$ cat src/rtl/pipelined_addsub_pkg.sv
// Shared helpers for the pipelined adder/subtractor.
// Signed overflow follows the operand and result sign bits.
package pipelined_addsub_pkg;

   function automatic logic ovf_f(
      input logic a_msb,
      input logic b_msb,
      input logic s_msb
   );
      return (a_msb == b_msb) && (s_msb != a_msb);
   endfunction

endpackage

$ cat src/rtl/addsub_chunk.sv
// Combinational ripple-carry slice of CHUNK bits.
// One slice per pipeline stage.
module addsub_chunk #(
   parameter int CHUNK = 4
) (
   input  logic [CHUNK-1:0] a,
   input  logic [CHUNK-1:0] b,
   input  logic             cin,
   output logic [CHUNK-1:0] s,
   output logic             cout
);

   logic [CHUNK:0] w_c;

   always_comb begin
      w_c    = '0;
      s      = '0;
      w_c[0] = cin;
      for (int i = 0; i < CHUNK; i++) begin
         s[i]     = a[i] ^ b[i] ^ w_c[i];
         w_c[i+1] = (a[i] & b[i]) | (w_c[i] & (a[i] ^ b[i]));
      end
   end

   assign cout = w_c[CHUNK];

endmodule

$ cat src/rtl/pipelined_addsub.sv
// Pipelined ripple-carry add/sub, one CHUNK per stage,
// with valid/ready flow control on both sides.
module pipelined_addsub
   import pipelined_addsub_pkg::*;
#(
   parameter int WIDTH  = 16,
   parameter int STAGES = 4
) (
   input  logic             clk,
   input  logic             rst_n,
   input  logic             in_valid,
   output logic             in_ready,
   input  logic [WIDTH-1:0] in_a,
   input  logic [WIDTH-1:0] in_b,
   input  logic             in_cin,
   input  logic             in_sub,
   output logic             out_valid,
   input  logic             out_ready,
   output logic [WIDTH-1:0] out_sum,
   output logic             out_cout,
   output logic             out_ovf
);

   localparam int CHUNK = WIDTH / STAGES;
   localparam int LAST  = STAGES - 1;

   if (WIDTH < 1 || STAGES < 1 || STAGES > WIDTH ||
       (WIDTH % STAGES) != 0) begin : g_bad_cfg
      $error("pipelined_addsub: illegal WIDTH/STAGES");
   end

   logic             r_vld [STAGES];
   logic             r_cy  [STAGES];
   logic [WIDTH-1:0] r_a   [STAGES];
   logic [WIDTH-1:0] r_b   [STAGES];
   logic [WIDTH-1:0] r_sum [STAGES];

   logic             w_rdy [STAGES+1];
   logic             w_uv  [STAGES];
   logic             w_pc  [STAGES];
   logic [WIDTH-1:0] w_pa  [STAGES];
   logic [WIDTH-1:0] w_pb  [STAGES];
   logic [WIDTH-1:0] w_ps  [STAGES];
   logic [WIDTH-1:0] w_ns  [STAGES];
   logic [CHUNK-1:0] w_s   [STAGES];
   logic             w_co  [STAGES];

   // Stage 0 sees the raw beat with B pre-inverted for subtract.
   always_comb begin
      w_uv[0] = in_valid;
      w_pa[0] = in_a;
      w_pb[0] = in_sub ? ~in_b : in_b;
      w_ps[0] = '0;
      w_pc[0] = in_sub | in_cin;
      for (int k = 1; k < STAGES; k++) begin
         w_uv[k] = r_vld[k-1];
         w_pa[k] = r_a[k-1];
         w_pb[k] = r_b[k-1];
         w_ps[k] = r_sum[k-1];
         w_pc[k] = r_cy[k-1];
      end
   end

   always_comb begin
      for (int k = 0; k <= STAGES; k++) begin
         w_rdy[k] = out_ready;
      end
      for (int k = LAST; k >= 0; k--) begin
         w_rdy[k] = !r_vld[k] || w_rdy[k+1];
      end
   end

   for (genvar k = 0; k < STAGES; k++) begin : g_stage
      addsub_chunk #(
         .CHUNK (CHUNK)
      ) u_chunk (
         .a    (w_pa[k][k*CHUNK +: CHUNK]),
         .b    (w_pb[k][k*CHUNK +: CHUNK]),
         .cin  (w_pc[k]),
         .s    (w_s[k]),
         .cout (w_co[k])
      );
   end

   always_comb begin
      for (int k = 0; k < STAGES; k++) begin
         w_ns[k] = w_ps[k];
         w_ns[k][k*CHUNK +: CHUNK] = w_s[k];
      end
   end

   always_ff @(posedge clk or negedge rst_n) begin
      if (!rst_n) begin
         for (int k = 0; k < STAGES; k++) begin
            r_vld[k] <= 1'b0;
            r_cy[k]  <= 1'b0;
            r_a[k]   <= '0;
            r_b[k]   <= '0;
            r_sum[k] <= '0;
         end
      end else begin
         for (int k = 0; k < STAGES; k++) begin
            if (w_rdy[k]) begin
               r_vld[k] <= w_uv[k];
               if (w_uv[k]) begin
                  r_a[k]   <= w_pa[k];
                  r_b[k]   <= w_pb[k];
                  r_sum[k] <= w_ns[k];
                  r_cy[k]  <= w_co[k];
               end
            end
         end
      end
   end

   assign in_ready  = w_rdy[0];
   assign out_valid = r_vld[LAST];
   assign out_sum   = r_sum[LAST];
   assign out_cout  = r_cy[LAST];
   assign out_ovf   = ovf_f(r_a[LAST][WIDTH-1],
                            r_b[LAST][WIDTH-1],
                            r_sum[LAST][WIDTH-1]);

endmodule

$ cat config.mk
export PLATFORM = sky130hd
export DESIGN_NAME = pipelined_addsub
export DESIGN_NICKNAME = d
export VERILOG_FILES = /design/src/rtl/pipelined_addsub_pkg.sv /design/src/rtl/addsub_chunk.sv /design/src/rtl/pipelined_addsub.sv
export SDC_FILE = /design/constraint.sdc
export NUM_CORES = 1
export LEC_CHECK = 0
export ABC_AREA = 1
export BUFFER_PORTS_ARGS = -buffer_cell sky130_fd_sc_hd__clkbuf_2
export CAP_MARGIN = 0
export CORE_UTILIZATION = 58
export CTS_CLUSTER_DIAMETER = 150
export DETAILED_ROUTE_END_ITERATION = 8
export PLACE_DENSITY = 0.87
export SYNTH_ARGS = -nofsm -noshare
export SYNTH_HDL_FRONTEND = slang
export SYNTH_SLANG_ARGS = --single-unit
export TNS_END_PERCENT = 30
$ cat constraint.sdc
create_clock -name clk -period 2.45 [get_ports clk]
set_input_delay 0 -clock clk [delete_from_list [all_inputs] [get_ports clk]]
set_output_delay 0 -clock clk [all_outputs]
set_load 0.005 [all_outputs]
==> impl_metrics.ini, run 1 <==
[clock_network]
post-cts-setup-buffer-count = 0
clkTransAtPathRegs_ns = 0.09
cts_tree = built
htree_levels = 3
cts_made_buffers = 9
clockRootBuffer = clkbuf_8
cts.sinks = 98
cts_hold_buf = 25
cts_buffer_depth = 2
clk_latency_ns = 0.35
cts.repair.resized = 0

[pwr]
powerDensity_nw_per_um2 = 1020
vdd_drop_max_uv = 428
p_total_mw = 5.30
cellLeakagePower_nw = 2.80

[die]
die_w_um = 90.5
start_util_pct = 61.3
rows = 31
ios = 58
core_area_sq_um = 7410
die_y_um = 90.5
die_area_sq_um = 8190

[timing]
finalSetupViolations = 0
relSlewSlack_pct = 47.2
fin_crit_sh_pct = 94.0
period_minus_slack_ns = 2.30
clock_skew_ns = 0.00798
slew_viol_final = 0
max_freq_ghz = 0.434
rsz0062_at_grt = no
finalHoldViolCount = 0
setup_tns_ns = 0
worst_pin_slew_ns = 0.790

[detailed_routing]
wire_per_inst_um = 12.9
initialDrtViolationCount = 157
vias = 3269
drcViolationCount = 0
antenna_left = 0
vias_per_cell = 5.03
first_pass_iters = 4
wl_um = 8360

[placed_design]
dp_hpwl_um = 5640
placed_cell_area_sq_um = 4730
io_buffers = 57
gp_congestion = 0.736
placed_cells = 609

[finish]
regArea_sq_um = 2450
fill_cells = 557
stdcell_count = 650
drive_above_1_share_pct = 15.8
design_area_sq_um = 5200
multi_input_comb_area_sq_um = 1690
syn2layout_area_growth_pct = 14.4
num_antenna_cells = 0
nets = 600

[logic_synthesis]
synth.net_count = 544
ys_types = 21
yosysTopAreaCellShare_pct = 54.0
synth_commonest_cells = nand2_1, dfrtp_1, nand3_1
ys_ff_latch = 98
synth_enable_flop_cells = 0
syn-cell-area_sq_um = 4540
synth_top_flop_cell = dfrtp_1
synthCells = 490
syn_avg_cell_area_sq_um = 9.27
ys_warn_count = 0
synth_most_common_cell = nand2_1
synth_area_leader_cell = dfrtp_1
synth_area_leaders = dfrtp_1, nand2_1, nand3_1
yosysSeqAreaShare_pct = 54.0
async_flop_share_pct = 100

[critical_path]
path_buf_inv = 3
cp.required_ns = 2.71
crit_chain = fa_1 > inv_1 > fa_1 > inv_1 > fa_1 > inv_1 > fa_1 > o21ai_0
worst_setup_path_end_kind = flip-flop
worstSetupStartpointType = flip-flop
critPathKind = flip-flop to flip-flop
slowest_stage = fa_1
crit_family = adder cells
crit_arrival_ns = 2.56
crit_top_cell = fa_1
slowest_delay_ns = 0.44
crit_fanout = 2

[global_route]
grt_first_pass_wirelength_um = 14800
grtUsageTotal_pct = 22.8
grt_overflow = 0
grt_max_degree = 51
antenna_found_initial = 0
grt_pass1_vias = 3260

[outcome]
run_status = complete, no violations

[run]
drv_cap = 0

[min_path]
hold_class = primary input to flip-flop
layout make-up:
cell class	instances	area share, %
clock inverters	5	1.49
flip-flops and latches	98	47.2
well taps	99	2.38
repair buffers	90	11.5
multi-input cells	316	32.5
inverters	31	2.24
clock buffers	11	2.72
worst paths after layout:
kind | from | end | slack, ns | cells past startpoint
setup / recovery | r_cy[3] | r_sum[39] | 0.15 | 8
hold / removal | in_a[1] | r_sum[49] | 0.07 | 4
setup reg to reg | r_cy[3] | r_sum[39] | 0.15 | 8
hold reg to reg | out_sum[10] | out_sum[10] | 0.48 | 2
max in group asynchronous | rst_n | r_sum[35] | 1.49 | 3
min in group asynchronous | rst_n | out_sum[8] | 0.19 | 2
metrics by stage:
stage	hold WS [ns]	utilization [%]	setup WS, ns
after floorplan	-0.296	-	0.285
after global placement	0.0484	63.8	0.242
after detailed placement	0.0611	63.8	0.145
after CTS	0.0602	70.2	0.125
after global routing	0.107	70.2	0.0257
final	0.0712	70.2	0.147
where the power goes:
part | leakage [nW] | internal (mW) | switching [mW] | total, mW
Combinational | 1.48 | 0.657 | 0.977 | 1.63
Sequential | 1.21 | 2.18 | 0.361 | 2.54
Clock | 0.109 | 0.600 | 0.520 | 1.12
state kept, by name, indices dropped and copies added, names as in the netlist:
register and cells:
r_b 25, r_sum 24, out_cout 1, out_valid 1
r_a 25, out_sum 16, r_vld 3, r_cy 3
kinds of logic after synthesis:
group,share of synthesized area [%]
xor+xnor,3.08
flops,54.0
simple gates,25.3
buf+inv,8.87
compound gates,1.76
fa+ha+maj,7.05
worst register-to-register path, cell delays in order, from the launching register on:
cell	delay (ns)
dfrtp_1	0.41
fa_1	0.44
inv_1	0.09
fa_1	0.17
inv_1	0.05
fa_1	0.40
inv_1	0.08
fa_1	0.40
o21ai_0	0.18
layout by cell type, fill, tap and decap left out, types with 2 or more instances in the layout:
cell,n
a21oi_1,5
buf_4,9
bufinv_16,2
clkbuf_2,56
clkbuf_8,10
clkinv_2,2
dfrtp_1,98
dlygate4sd3_1,25
fa_1,16
inv_1,30
nand2_1,176
nand2_2,2
nand3_1,79
nor2_1,7
o21ai_0,11
xnor2_1,2
xor2_1,14
metal layers:
layer  global-route usage [%]  up-vias  wire length [um]
met5                        0        -                 0
met4                     7.26        0                80
met3                     4.46        6               341
met2                     39.1       84              4190
met1                     29.1     1559              3750
li1                         -     1620                 -
Note: power is estimated with default switching activity, not from simulation.
==> run 2: changes to the inputs <==
PLACE_DENSITY = 0.79   (was 0.87)
==> run 2 against run 1 <==
Net effect: global-route usage is 0.50 points lower; critical path type unchanged; sequential power is essentially flat; clock power is 15% higher; first-iteration DRC count up 8.9%; design area grew 0.91%; critical path depth unchanged; cell count is 0.15% lower; clock skew up 0.0073 ns; register-to-register slack better by 0.02 ns; utilization increased by 0.64 points; die area unchanged; critical endpoint is now out_sum[15].
==> impl_metrics.ini, run 2 (synthesis gave the netlist of run 1 again) <==
[timing]
finalHoldViolCount = 0
relSlewSlack_pct = 53.8
fin_crit_sh_pct = 93.3
rsz0062_at_grt = no
setup_tns_ns = 0
period_minus_slack_ns = 2.29
finalSetupViolations = 0
worst_pin_slew_ns = 0.693
clock_skew_ns = 0.0153
slew_viol_final = 0
max_freq_ghz = 0.437

[clock_network]
cts_buffer_depth = 2
clkTransAtPathRegs_ns = 0.09
cts.sinks = 98
clk_latency_ns = 0.36
cts_made_buffers = 9
post-cts-setup-buffer-count = 0
htree_levels = 3
cts_tree = built
clockRootBuffer = clkbuf_8

[pwr]
powerDensity_nw_per_um2 = 1050
power_frac_seq_pct = 46.2
netSwitchingFraction_pct = 34.1
p_int_mw = 3.62
vdd_drop_max_uv = 457
p_total_mw = 5.50
clockPowerShare_pct = 23.5
power_switching_mw = 1.87
cellLeakagePower_nw = 2.83
combPwrFrac_pct = 30.3

[critical_path]
worst_setup_path_end_kind = flip-flop
critPathKind = flip-flop to flip-flop
crit_fanout = 2
cp.required_ns = 2.72
crit_arrival_ns = 2.55
crit_chain = fa_1 > inv_1 > fa_1 > inv_1 > fa_1 > inv_1 > fa_1 > o21ai_1
slowest_stage = fa_1
r2r_slack_ns = 0.16
crit_top_cell = fa_1
crit_family = adder cells
path_buf_inv = 3
worstSetupStartpointType = flip-flop
slowest_delay_ns = 0.42

[finish]
nets = 600
final_common_cell = nand2_1
final_util_pct = 70.8
stdcell_count = 649
fill_cells = 567
num_antenna_cells = 0
final_cell_mix = nand2_1, dfrtp_1, nand3_1
syn2layout_area_growth_pct = 15.5
biggestRegsByFlops = r_a: 25 flops, r_b: 25 flops, r_sum: 24 flops
drive_above_1_share_pct = 15.8

[global_route]
grt_max_degree = 57
grt_pass1_vias = 3317
grtUsageTotal_pct = 22.3
grt_first_pass_wirelength_um = 14800
grt_overflow = 0
antenna_found_initial = 0

[run]
drv_cap = 0

[detailed_routing]
first_pass_iters = 5
initialDrtViolationCount = 171
wl_um = 8320
wire_per_inst_um = 12.8
vias = 3266
vias_per_cell = 5.03
drcViolationCount = 0
antenna_left = 0

[die]
rows = 31
core_area_sq_um = 7410
ios = 58
start_util_pct = 61.3
die_y_um = 90.5
die_w_um = 90.5
die_area_sq_um = 8190

[placed_design]
placed_cells = 609
dp_hpwl_um = 5480
io_buffers = 57
gp_congestion = 0.772

[outcome]
run_status = complete, no violations

[min_path]
hold_class = primary input to flip-flop
[run 2: cell types whose count changed in the layout (fill, tap and decap cells not counted)]
cell        previous run  this run
clkbuf_1               1         0
buf_12                 0         1
o21ai_0               11        10
clkbuf_8              10         9
bufinv_16              2         4
clkinvlp_4             1         0
o21ai_1                0         1
buf_4                  9         8
[run 2: routing by layer]
layer  track usage (%)  vias to the layer above  wire length, um
met4              5.11                        0               96
met2              38.1                       81             4110
met5                 0                        -                0
li1                  -                     1627                -
met1              29.4                     1551             3830
met3              4.55                        7              275
[run 2: path summary, 6_finish.rpt]
kind,from,to,cells past startpoint
setup / recovery,r_cy[1],out_sum[15],8
hold / removal,in_a[3],r_sum[51],4
setup reg to reg,r_cy[1],out_sum[15],8
hold reg to reg,r_b[44],r_b[44],2
max in group asynchronous,rst_n,r_sum[36],3
min in group asynchronous,rst_n,out_sum[6],2
[run 2: area by class of cell]
class	count	area [sq um]	share of cell area (%)
tap	99	124	2.36
sequential	98	2450	46.8
inverter	31	116	2.22
clock buffer	9	124	2.36
multi-input combinational	316	1690	32.2
clock inverter	6	130	2.48
timing repair buffer	90	611	11.6
[run 2: per-stage QoR]
stage / hold WS, ns / setup WS [ns] / instance area [sq um]
after global placement: 0.0860 / 0.246 / 4740
after detailed placement: 0.0925 / 0.175 / 4740
after floorplan: -0.296 / 0.285 / 4540
after global routing: 0.0831 / 0.0161 / 5250
final: 0.0648 / 0.164 / 5250
after CTS: 0.0586 / 0.0934 / 5250
[run 2: power by group through the flow]
stage	Clock [mW]	Combinational (mW)	Sequential, mW
floorplan	0	1.38	2.44
global placement	0	1.54	2.52
detailed placement	0	1.61	2.56
CTS	1.31	1.69	2.54
global route	1.38	1.97	2.60
finish	1.29	1.67	2.54
[run 2: worst reg2reg max path: cells and delay by family (launching register included)]
family	cells	cell delay, ns
AOI/OAI and AO/OA	1	0.14
buffers and inverters	3	0.27
DFF	1	0.40
adders and majority gates	4	1.41
[run 2: what timing repair did]
action,CTS,global route
endpoints found under the setup margin,0,1
hold buffers,25,0
resized for setup,0,1
endpoints found under the hold margin,79,0
